**src/rtl/ram_arb_pkg.sv**
```systemverilog
// Shared types and defaults for the RAM access arbiter.
// Build option: define RAM_ARB_FIXED_PRIO_EN for fixed A-over-B priority.
package ram_arb_pkg;

  localparam int ADDR_SIZE_DEF = 4;
  localparam int DATA_SIZE_DEF = 8;

  typedef enum logic {
    INIT = 1'b0,
    RUN  = 1'b1
  } state_e;

  typedef enum logic {
    REQ_A = 1'b0,
    REQ_B = 1'b1
  } req_id_e;

endpackage

```
**src/rtl/rr_arbiter2.sv**
```systemverilog
// Two-way arbiter. Bit 0 is requester A, bit 1 is requester B; gnt_o is one-hot.
// Build option: RAM_ARB_FIXED_PRIO_EN selects fixed priority (A wins every conflict).
module rr_arbiter2
  import ram_arb_pkg::*;
(
  input  logic [1:0] req_i,
  input  req_id_e    last_gnt_i,
  output logic [1:0] gnt_o
);

`ifdef RAM_ARB_FIXED_PRIO_EN
  // History is irrelevant when A always has priority.
  logic unused_last_gnt;
  assign unused_last_gnt = last_gnt_i;

  // Fixed priority: A first, B only when A is idle.
  always_comb begin
    gnt_o = 2'b00;
    if (req_i[0])      gnt_o = 2'b01;
    else if (req_i[1]) gnt_o = 2'b10;
  end
`else
  // Round-robin: on a conflict the requester not served last wins.
  always_comb begin
    gnt_o = 2'b00;
    if (req_i[0] && (!req_i[1] || last_gnt_i == REQ_B)) gnt_o = 2'b01;
    else if (req_i[1])                                   gnt_o = 2'b10;
  end
`endif

endmodule

```
**src/rtl/ram_access_arbiter.sv**
```systemverilog
// Sequencer/arbiter in front of an async dual-port RAM: zero-fills the RAM after
// reset, then grants one A/B access per cycle with registered read data.
// Build option: RAM_ARB_FIXED_PRIO_EN (fixed priority instead of round-robin).
module ram_access_arbiter
  import ram_arb_pkg::*;
#(
  parameter int ADDR_SIZE = ADDR_SIZE_DEF,
  parameter int DATA_SIZE = DATA_SIZE_DEF
) (
  input  logic                 clk,
  input  logic                 reset,
  input  logic                 a_req,
  input  logic                 a_we,
  input  logic [ADDR_SIZE-1:0] a_addr,
  input  logic [DATA_SIZE-1:0] a_wdata,
  output logic                 a_gnt,
  output logic                 a_rvalid,
  output logic [DATA_SIZE-1:0] a_rdata,
  input  logic                 b_req,
  input  logic                 b_we,
  input  logic [ADDR_SIZE-1:0] b_addr,
  input  logic [DATA_SIZE-1:0] b_wdata,
  output logic                 b_gnt,
  output logic                 b_rvalid,
  output logic [DATA_SIZE-1:0] b_rdata,
  output logic                 init_done,
  output logic                 mem_wr_en,
  output logic                 mem_rd_en,
  output logic [ADDR_SIZE-1:0] mem_wr_addr,
  output logic [ADDR_SIZE-1:0] mem_rd_addr,
  output logic [DATA_SIZE-1:0] mem_wr_data,
  input  logic [DATA_SIZE-1:0] mem_rd_data
);

  localparam int                   DEPTH     = 2 ** ADDR_SIZE;
  localparam logic [ADDR_SIZE-1:0] INIT_LAST = ADDR_SIZE'(DEPTH - 1);

  state_e                 state_q;
  logic [ADDR_SIZE-1:0]   init_cnt_q;
  logic                   init_done_q;
  req_id_e                last_gnt_q;
  logic                   a_rvalid_q, b_rvalid_q;
  logic [DATA_SIZE-1:0]   a_rdata_q, b_rdata_q;

  logic [1:0]             req, gnt;
  logic                   win_b, win_we, wr_grant, rd_grant;
  logic [ADDR_SIZE-1:0]   win_addr;
  logic [DATA_SIZE-1:0]   win_wdata;

  // Requests are masked (held by the requester, not lost) until zero-fill ends.
  assign req = {b_req, a_req} & {2{state_q == RUN}};

  rr_arbiter2 u_arb (
    .req_i      (req),
    .last_gnt_i (last_gnt_q),
    .gnt_o      (gnt)
  );

  assign a_gnt     = gnt[0];
  assign b_gnt     = gnt[1];
  assign win_b     = gnt[1];
  assign win_we    = win_b ? b_we    : a_we;
  assign win_addr  = win_b ? b_addr  : a_addr;
  assign win_wdata = win_b ? b_wdata : a_wdata;
  assign wr_grant  = (|gnt) &  win_we;
  assign rd_grant  = (|gnt) & ~win_we;

  // RAM strobes: zero-fill in INIT, else the winner's single access; idle drives 0.
  always_comb begin
    mem_wr_en   = 1'b0;
    mem_rd_en   = 1'b0;
    mem_wr_addr = '0;
    mem_rd_addr = '0;
    mem_wr_data = '0;
    if (state_q == INIT) begin
      mem_wr_en   = 1'b1;
      mem_wr_addr = init_cnt_q;
    end else if (wr_grant) begin
      mem_wr_en   = 1'b1;
      mem_wr_addr = win_addr;
      mem_wr_data = win_wdata;
    end else if (rd_grant) begin
      mem_rd_en   = 1'b1;
      mem_rd_addr = win_addr;
    end
  end

  // Control FSM plus registered read returns and arbitration history.
  always_ff @(posedge clk) begin
    if (reset) begin
      state_q     <= INIT;
      init_cnt_q  <= '0;
      init_done_q <= 1'b0;
      last_gnt_q  <= REQ_B;
      a_rvalid_q  <= 1'b0;
      b_rvalid_q  <= 1'b0;
      a_rdata_q   <= '0;
      b_rdata_q   <= '0;
    end else begin
      a_rvalid_q <= 1'b0;
      b_rvalid_q <= 1'b0;
      case (state_q)
        INIT: begin
          init_cnt_q <= init_cnt_q + 1'b1;
          if (init_cnt_q == INIT_LAST) begin
            state_q     <= RUN;
            init_done_q <= 1'b1;
          end
        end
        RUN: begin
          if (gnt[0])      last_gnt_q <= REQ_A;
          else if (gnt[1]) last_gnt_q <= REQ_B;
          if (rd_grant) begin
            if (win_b) begin
              b_rvalid_q <= 1'b1;
              b_rdata_q  <= mem_rd_data;
            end else begin
              a_rvalid_q <= 1'b1;
              a_rdata_q  <= mem_rd_data;
            end
          end
        end
        default: state_q <= INIT;
      endcase
    end
  end

  assign init_done = init_done_q;
  assign a_rvalid  = a_rvalid_q;
  assign b_rvalid  = b_rvalid_q;
  assign a_rdata   = a_rdata_q;
  assign b_rdata   = b_rdata_q;

endmodule

```
**config.mk**
```make
export PLATFORM = sky130hd
export DESIGN_NAME = ram_access_arbiter
export DESIGN_NICKNAME = d
export VERILOG_FILES = /design/src/rtl/ram_arb_pkg.sv /design/src/rtl/rr_arbiter2.sv /design/src/rtl/ram_access_arbiter.sv
export SDC_FILE = /design/constraint.sdc
export NUM_CORES = 1
export LEC_CHECK = 0
export BUFFER_PORTS_ARGS = -buffer_cell sky130_fd_sc_hd__clkbuf_2
export CAP_MARGIN = 25
export CORE_MARGIN = 2
export CORE_UTILIZATION = 44
export DETAILED_ROUTE_END_ITERATION = 8
export PLACE_DENSITY = 0.92
export SYNTH_ARGS = -nofsm -noshare
export SYNTH_HDL_FRONTEND = slang
export SYNTH_SLANG_ARGS = --single-unit
export TNS_END_PERCENT = 50
```
**constraint.sdc**
```tcl
create_clock -name clk -period 3.1 [get_ports clk]
set_input_delay 0.155 -clock clk [delete_from_list [all_inputs] [get_ports clk]]
set_output_delay 0.155 -clock clk [all_outputs]
set_load 0.02 [all_outputs]
```
Yosys cells after proc, flatten, opt, wreduce, memory -nomap -nowiden
Index checks and enable logic that the tools add are counted.
- output and inout bits: 39
- word-level logic and storage cells: 50
- bits of input ports: 38
- bits in registers: 25
- multiplexer cells: 23
- eq/ne operators: 1
- bitwise logic cells: 7
- add/subtract/negate cells: 1
- reductions and logical operators: 10
- operators by type and width (cell ; number):
    $mux W4 ; 6
    $mux W8 ; 3
    $mux W1 ; 12
    $reduce_and A3 Y1 ; 2
    $add A4 B1 Y4 const B ; 1
    $eq A4 B4 Y1 const B ; 1
    $mux W2 ; 2
    $not A1 Y1 ; 4
    $reduce_and A2 Y1 ; 2
    $reduce_or A3 Y1 ; 1
    $and A1 B1 Y1 ; 2
    $and A2 B2 Y2 ; 1
    $reduce_bool A2 Y1 ; 1
    $reduce_or A2 Y1 ; 1
    $logic_and A1 B1 Y1 ; 1
    $logic_not A1 Y1 ; 1
    $logic_or A1 B1 Y1 ; 1

Longest topological paths before layout
- depth in word-level cells: 11
- mapped depth: 6
- depth with buffers taken out: 5

Hierarchy
Synthesis repeated with hierarchy kept, for this count alone.
- cell total of the unflattened synthesis: 131
- area, all modules: 1209.9 µm²
- modules (own cells, without submodules) (module ; times used ; cells an instance ; area an instance (µm²)):
    ram_access_arbiter ; 1 ; 128 ; 1191.1
    rr_arbiter2 ; 1 ; 3 ; 18.8

Least setup slack after synthesis
OpenSTA, ideal clock, no wires.
- path type: register to output
- start point: register last_gnt_q
- end point: output port mem_wr_data[0]
- buffers on the path: 1
- stages on the path, launching flop included: 7
- required time: 2.945 ns
- data arrival time: 1.372 ns
- path slack: 1.573 ns
- cells stage by stage: dfxtp_1 > a21boi_2 > nand2_2 > inv_2 > buf_4 > nand2_1 > a21oi_1
- word-level cells in the longest chain between the ends: 7
- elaborated cells on any way between the ends: 9
- those cells by class: mux (5); bitwise (1); reduce/logical (3)
- RTL lines (what ; line ; text):
    start: declaration ; ram_access_arbiter.sv:41 ; req_id_e last_gnt_q;
    start signal: assignment ; ram_access_arbiter.sv:94 ; last_gnt_q <= REQ_B;
    start signal: assignment ; ram_access_arbiter.sv:111 ; if (gnt[0]) last_gnt_q <= REQ_A;
    start signal: assignment ; ram_access_arbiter.sv:112 ; else if (gnt[1]) last_gnt_q <= REQ_B;
    $logic_or A1 B1 Y1 (*) ; rr_arbiter2.sv:26 ; if (req_i[0] && (!req_i[1] || last_gnt_i == REQ_B)) gnt_o = 2'b01;
    $logic_and A1 B1 Y1 (*) ; rr_arbiter2.sv:26 ;
    $mux W2 (*) ; rr_arbiter2.sv:26 ;
    via b_gnt ; ram_access_arbiter.sv:23 ; output logic b_gnt,
    $reduce_or A2 Y1 / $mux W1 (equally long branches) ; ram_access_arbiter.sv:65, ram_access_arbiter.sv:62 ;
    $and A1 B1 Y1 ; ram_access_arbiter.sv:65 ; assign wr_grant = (|gnt) & win_we;
    $mux W8 (*) ; ram_access_arbiter.sv:78 ; end else if (wr_grant) begin
    $mux W8 (*) ; ram_access_arbiter.sv:75 ; if (state_q == INIT) begin
    end: declaration ; ram_access_arbiter.sv:31 ; output logic [DATA_SIZE-1:0] mem_wr_data,
Mark *: on every way through the listed nets, which the timed path passes. The rest lies on a longest branch.

Final worst setup path
- start point: register state_q
- end point: output port mem_wr_addr[0]
- word-level cells in the longest chain between the ends: 9
- elaborated cells on any way between the ends: 12
- those cells by class: mux (6); bitwise (2); reduce/logical (4)
- RTL lines (what ; line ; text):
    start: declaration ; ram_access_arbiter.sv:38 ; state_e state_q;
    start signal: assignment ; ram_access_arbiter.sv:91 ; state_q <= INIT;
    start signal: assignment ; ram_access_arbiter.sv:106 ; state_q <= RUN;
    start signal: assignment ; ram_access_arbiter.sv:123 ; default: state_q <= INIT;
    $and A2 B2 Y2 ; ram_access_arbiter.sv:51 ; assign req = {b_req, a_req} & {2{state_q == RUN}};
    $logic_not A1 Y1 ; rr_arbiter2.sv:26 ;
    $logic_or A1 B1 Y1 ; rr_arbiter2.sv:26 ;
    $logic_and A1 B1 Y1 ; rr_arbiter2.sv:26 ;
    $mux W2 ; rr_arbiter2.sv:26 ;
    $reduce_or A2 Y1 / $mux W1 (equally long branches) ; ram_access_arbiter.sv:65, ram_access_arbiter.sv:62 ;
    $and A1 B1 Y1 ; ram_access_arbiter.sv:65 ;
    $mux W4 ; ram_access_arbiter.sv:78 ;
    $mux W4 (*) ; ram_access_arbiter.sv:75 ;
    end: declaration ; ram_access_arbiter.sv:29 ; output logic [ADDR_SIZE-1:0] mem_wr_addr,
Every way passes the cells marked *; elsewhere a longest branch is shown, timed or not.

==> impl_metrics.env <==
export IMPL_async_flop_share_pct=0
export IMPL_synth_edf_count=0
export IMPL_mappedNetlistArea_um2=1180
export IMPL_finalCritPeriodShare_pct=71.58
export IMPL_worstSetupPathType="reg2out"
export IMPL_synth_cell_types=28
export IMPL_r2r_start="state_q"
export IMPL_final_nets=253
export IMPL_grt_pass1_vias=1065
export IMPL_cp_startpoint="state_q"
export IMPL_max_freq_ghz=0.4507
export IMPL_cts_setup_buffers=0
export IMPL_leakagePower_nw=0.8406
export IMPL_grt_max_degree=26
export IMPL_root_buffer="clkbuf_4"
export IMPL_cts_buffer_depth=2
export IMPL_drcViolationCount=0
export IMPL_dp_hpwl_um=2257
export IMPL_yosysTopAreaCell="dfxtp_1"
export IMPL_hold_buffers=0
export IMPL_htree_levels=1
export IMPL_initial_utilization_pct=47.20
export IMPL_cts_tree="built"
export IMPL_drive_gt1_share_pct=40.38
export IMPL_die_h_um=55.79
export IMPL_ys_ff_latch=25
export IMPL_grt_pass1_wl_um=4491
export IMPL_rows=18
export IMPL_wire_per_inst_um=11.70
export IMPL_required_ps=2940
export IMPL_dieArea_um2=3112
export IMPL_postRouteAntennaNets=0
export IMPL_cts_buffers=3
export IMPL_final_util_pct=63.76
export IMPL_synth_net_count=179
export IMPL_powerDensity_nw_per_um2=336.0
export IMPL_place_congestion=0.8372
export IMPL_netlist_area_leader_share_pct=42.42
export IMPL_yosys_warnings=0
export IMPL_critPathArrivalTime_ps=2060
export IMPL_min_from="mem_rd_data[0]"
export IMPL_max_slew_worst_pin_slew_ps=575.6
export IMPL_synthTopCellsByArea="dfxtp_1, mux2i_1, nor2_1, nand2_1, a21oi_1"
export IMPL_start_kind="flop"
export IMPL_cap_viol_max_count=0
export IMPL_synthToLayoutAreaGrowth_pct=35.10
export IMPL_globalRouteOverflowTotal=0
export IMPL_slew_headroom_pct=61.51
export IMPL_drtIter0Drc=74
export IMPL_finalHoldViolCount=0
export IMPL_synthFlopType="dfxtp_1"
export IMPL_vdd_drop_max_mv=0.3036
export IMPL_final_cell_mix="clkbuf_2, nor2_1, dfxtp_1"
export IMPL_skew_ps=6.020
export IMPL_io_pins=77
export IMPL_dieWidth_um=55.79
export IMPL_dr_pass1_iters=4
export IMPL_numClockSinks=25
export IMPL_diodes=0
export IMPL_worst_setup_path_end_kind="output pin"
export IMPL_track_usage_pct=17.72
export IMPL_setup_total_negative_slack_ps=0
export IMPL_rsz0062_at_grt="no"
export IMPL_layout_cells_non_filler=243
export IMPL_setup_viol=0
export IMPL_min_period_ps=2219
export IMPL_io_buffer_count=76
export IMPL_drt_total_wl_um=2843
export IMPL_final_max_slew_viol_count=0
export IMPL_syn_avg_cell_area_um2=8.428
export IMPL_path_max_fanout=15
export IMPL_vias=1216
export IMPL_min_path_type="in2reg"
export IMPL_ctsResizeCount=0
export IMPL_clkTransAtPathRegs_ps=140
export IMPL_synth_cells=140
export IMPL_core_area_um2=2500
export IMPL_hold_ws_ps=76.77
export IMPL_clkLatencyLatePin_ps=320
export IMPL_dp_cells=239
export IMPL_seq_area_frac_synth_pct=42.42
export IMPL_layout_commonest_cell="clkbuf_2"
export IMPL_status="complete, no violations"
export IMPL_antenna_found_initial=0
export IMPL_vias_per_cell=5.004
[logic make-up (layout without fill, tap and decap cells)]
group	count (synthesis)	in the layout	synth area share (%)
multiplexers	21	21	17.82
adder cells (fa/ha/maj)	1	1	1.060
AND/OR/NAND/NOR	60	60	22.48
buffers and inverters	12	85	4.453
flip-flops	25	25	42.42
AO/OA/AOI/OAI	18	18	9.544
XOR/XNOR	3	3	2.227
[registers in the layout, indices dropped and copies added, names as in the netlist]
register / count
state_q: 1
a_rvalid: 1
init_done: 1
last_gnt_q: 1
b_rvalid: 1
init_cnt_q: 4
a_rdata: 8
b_rdata: 8
[cells in the mapped netlist (2+ instances only)]
cell,count
nor2_1,29
dfxtp_1,25
mux2i_1,21
nand2_1,20
a21oi_1,8
inv_1,4
buf_2,3
clkbuf_1,3
nor2b_1,3
o22ai_1,3
a31oi_1,2
nand2_2,2
xnor2_1,2
[critical path: stages (launching register included)]
cell and delay [ps]:
dfxtp_1 680, nand2_2 240, inv_2 270, mux2i_1 280
o22ai_1 90, clkbuf_2 180
[through the flow]
step	power, W	area, um2	setup slack [ps]
floorplan	0.0003622	1180	1573
global placement	0.0003944	1564	1331
detailed placement	0.0003949	1564	1259
CTS	0.0005431	1594	874.0
global route	0.0005627	1594	632.0
finish	0.0005357	1594	881.0
[path summary, 6_finish.rpt]
check	to	slack, ps	cells after the start
worst min register to register	init_done	510	2
worst max register to register	a_rdata[6]	1400	4
worst max-delay path	mem_wr_addr[0]	880	5
worst min-delay path	b_rdata[0]	80	3
[area by class of cell]
type / count / area (um2)
fillers: 220 / 905.9
multi-input cells: 103 / 626.9
flip-flops and latches: 25 / 500.5
repair buffers: 76 / 380.4
well taps: 30 / 37.54
clock buffers: 3 / 22.52
inverters: 5 / 18.77
clock inverters: 1 / 7.507
[report_power, final]
group / internal [W] / switching (W) / total [W]
combinational: 0.0000298 / 0.0000299 / 0.0000597
clock: 0.0000493 / 0.0000985 / 0.000148
sequential: 0.000325 / 0.00000333 / 0.000328
[layer usage]
| layer | part of all wire [%] | vias to the layer above | GRT usage, % |
|---|---|---|---|
| met4 | 0.60 | 0 | 4.181 |
| met5 | 0 | - | 0 |
| met1 | 40 | 542 | 21.07 |
| met3 | 11 | 2 | 4.884 |
| li1 | - | 607 | - |
| met2 | 48 | 65 | 31.46 |
No activity file was read; power rests on OpenSTA's default activity.
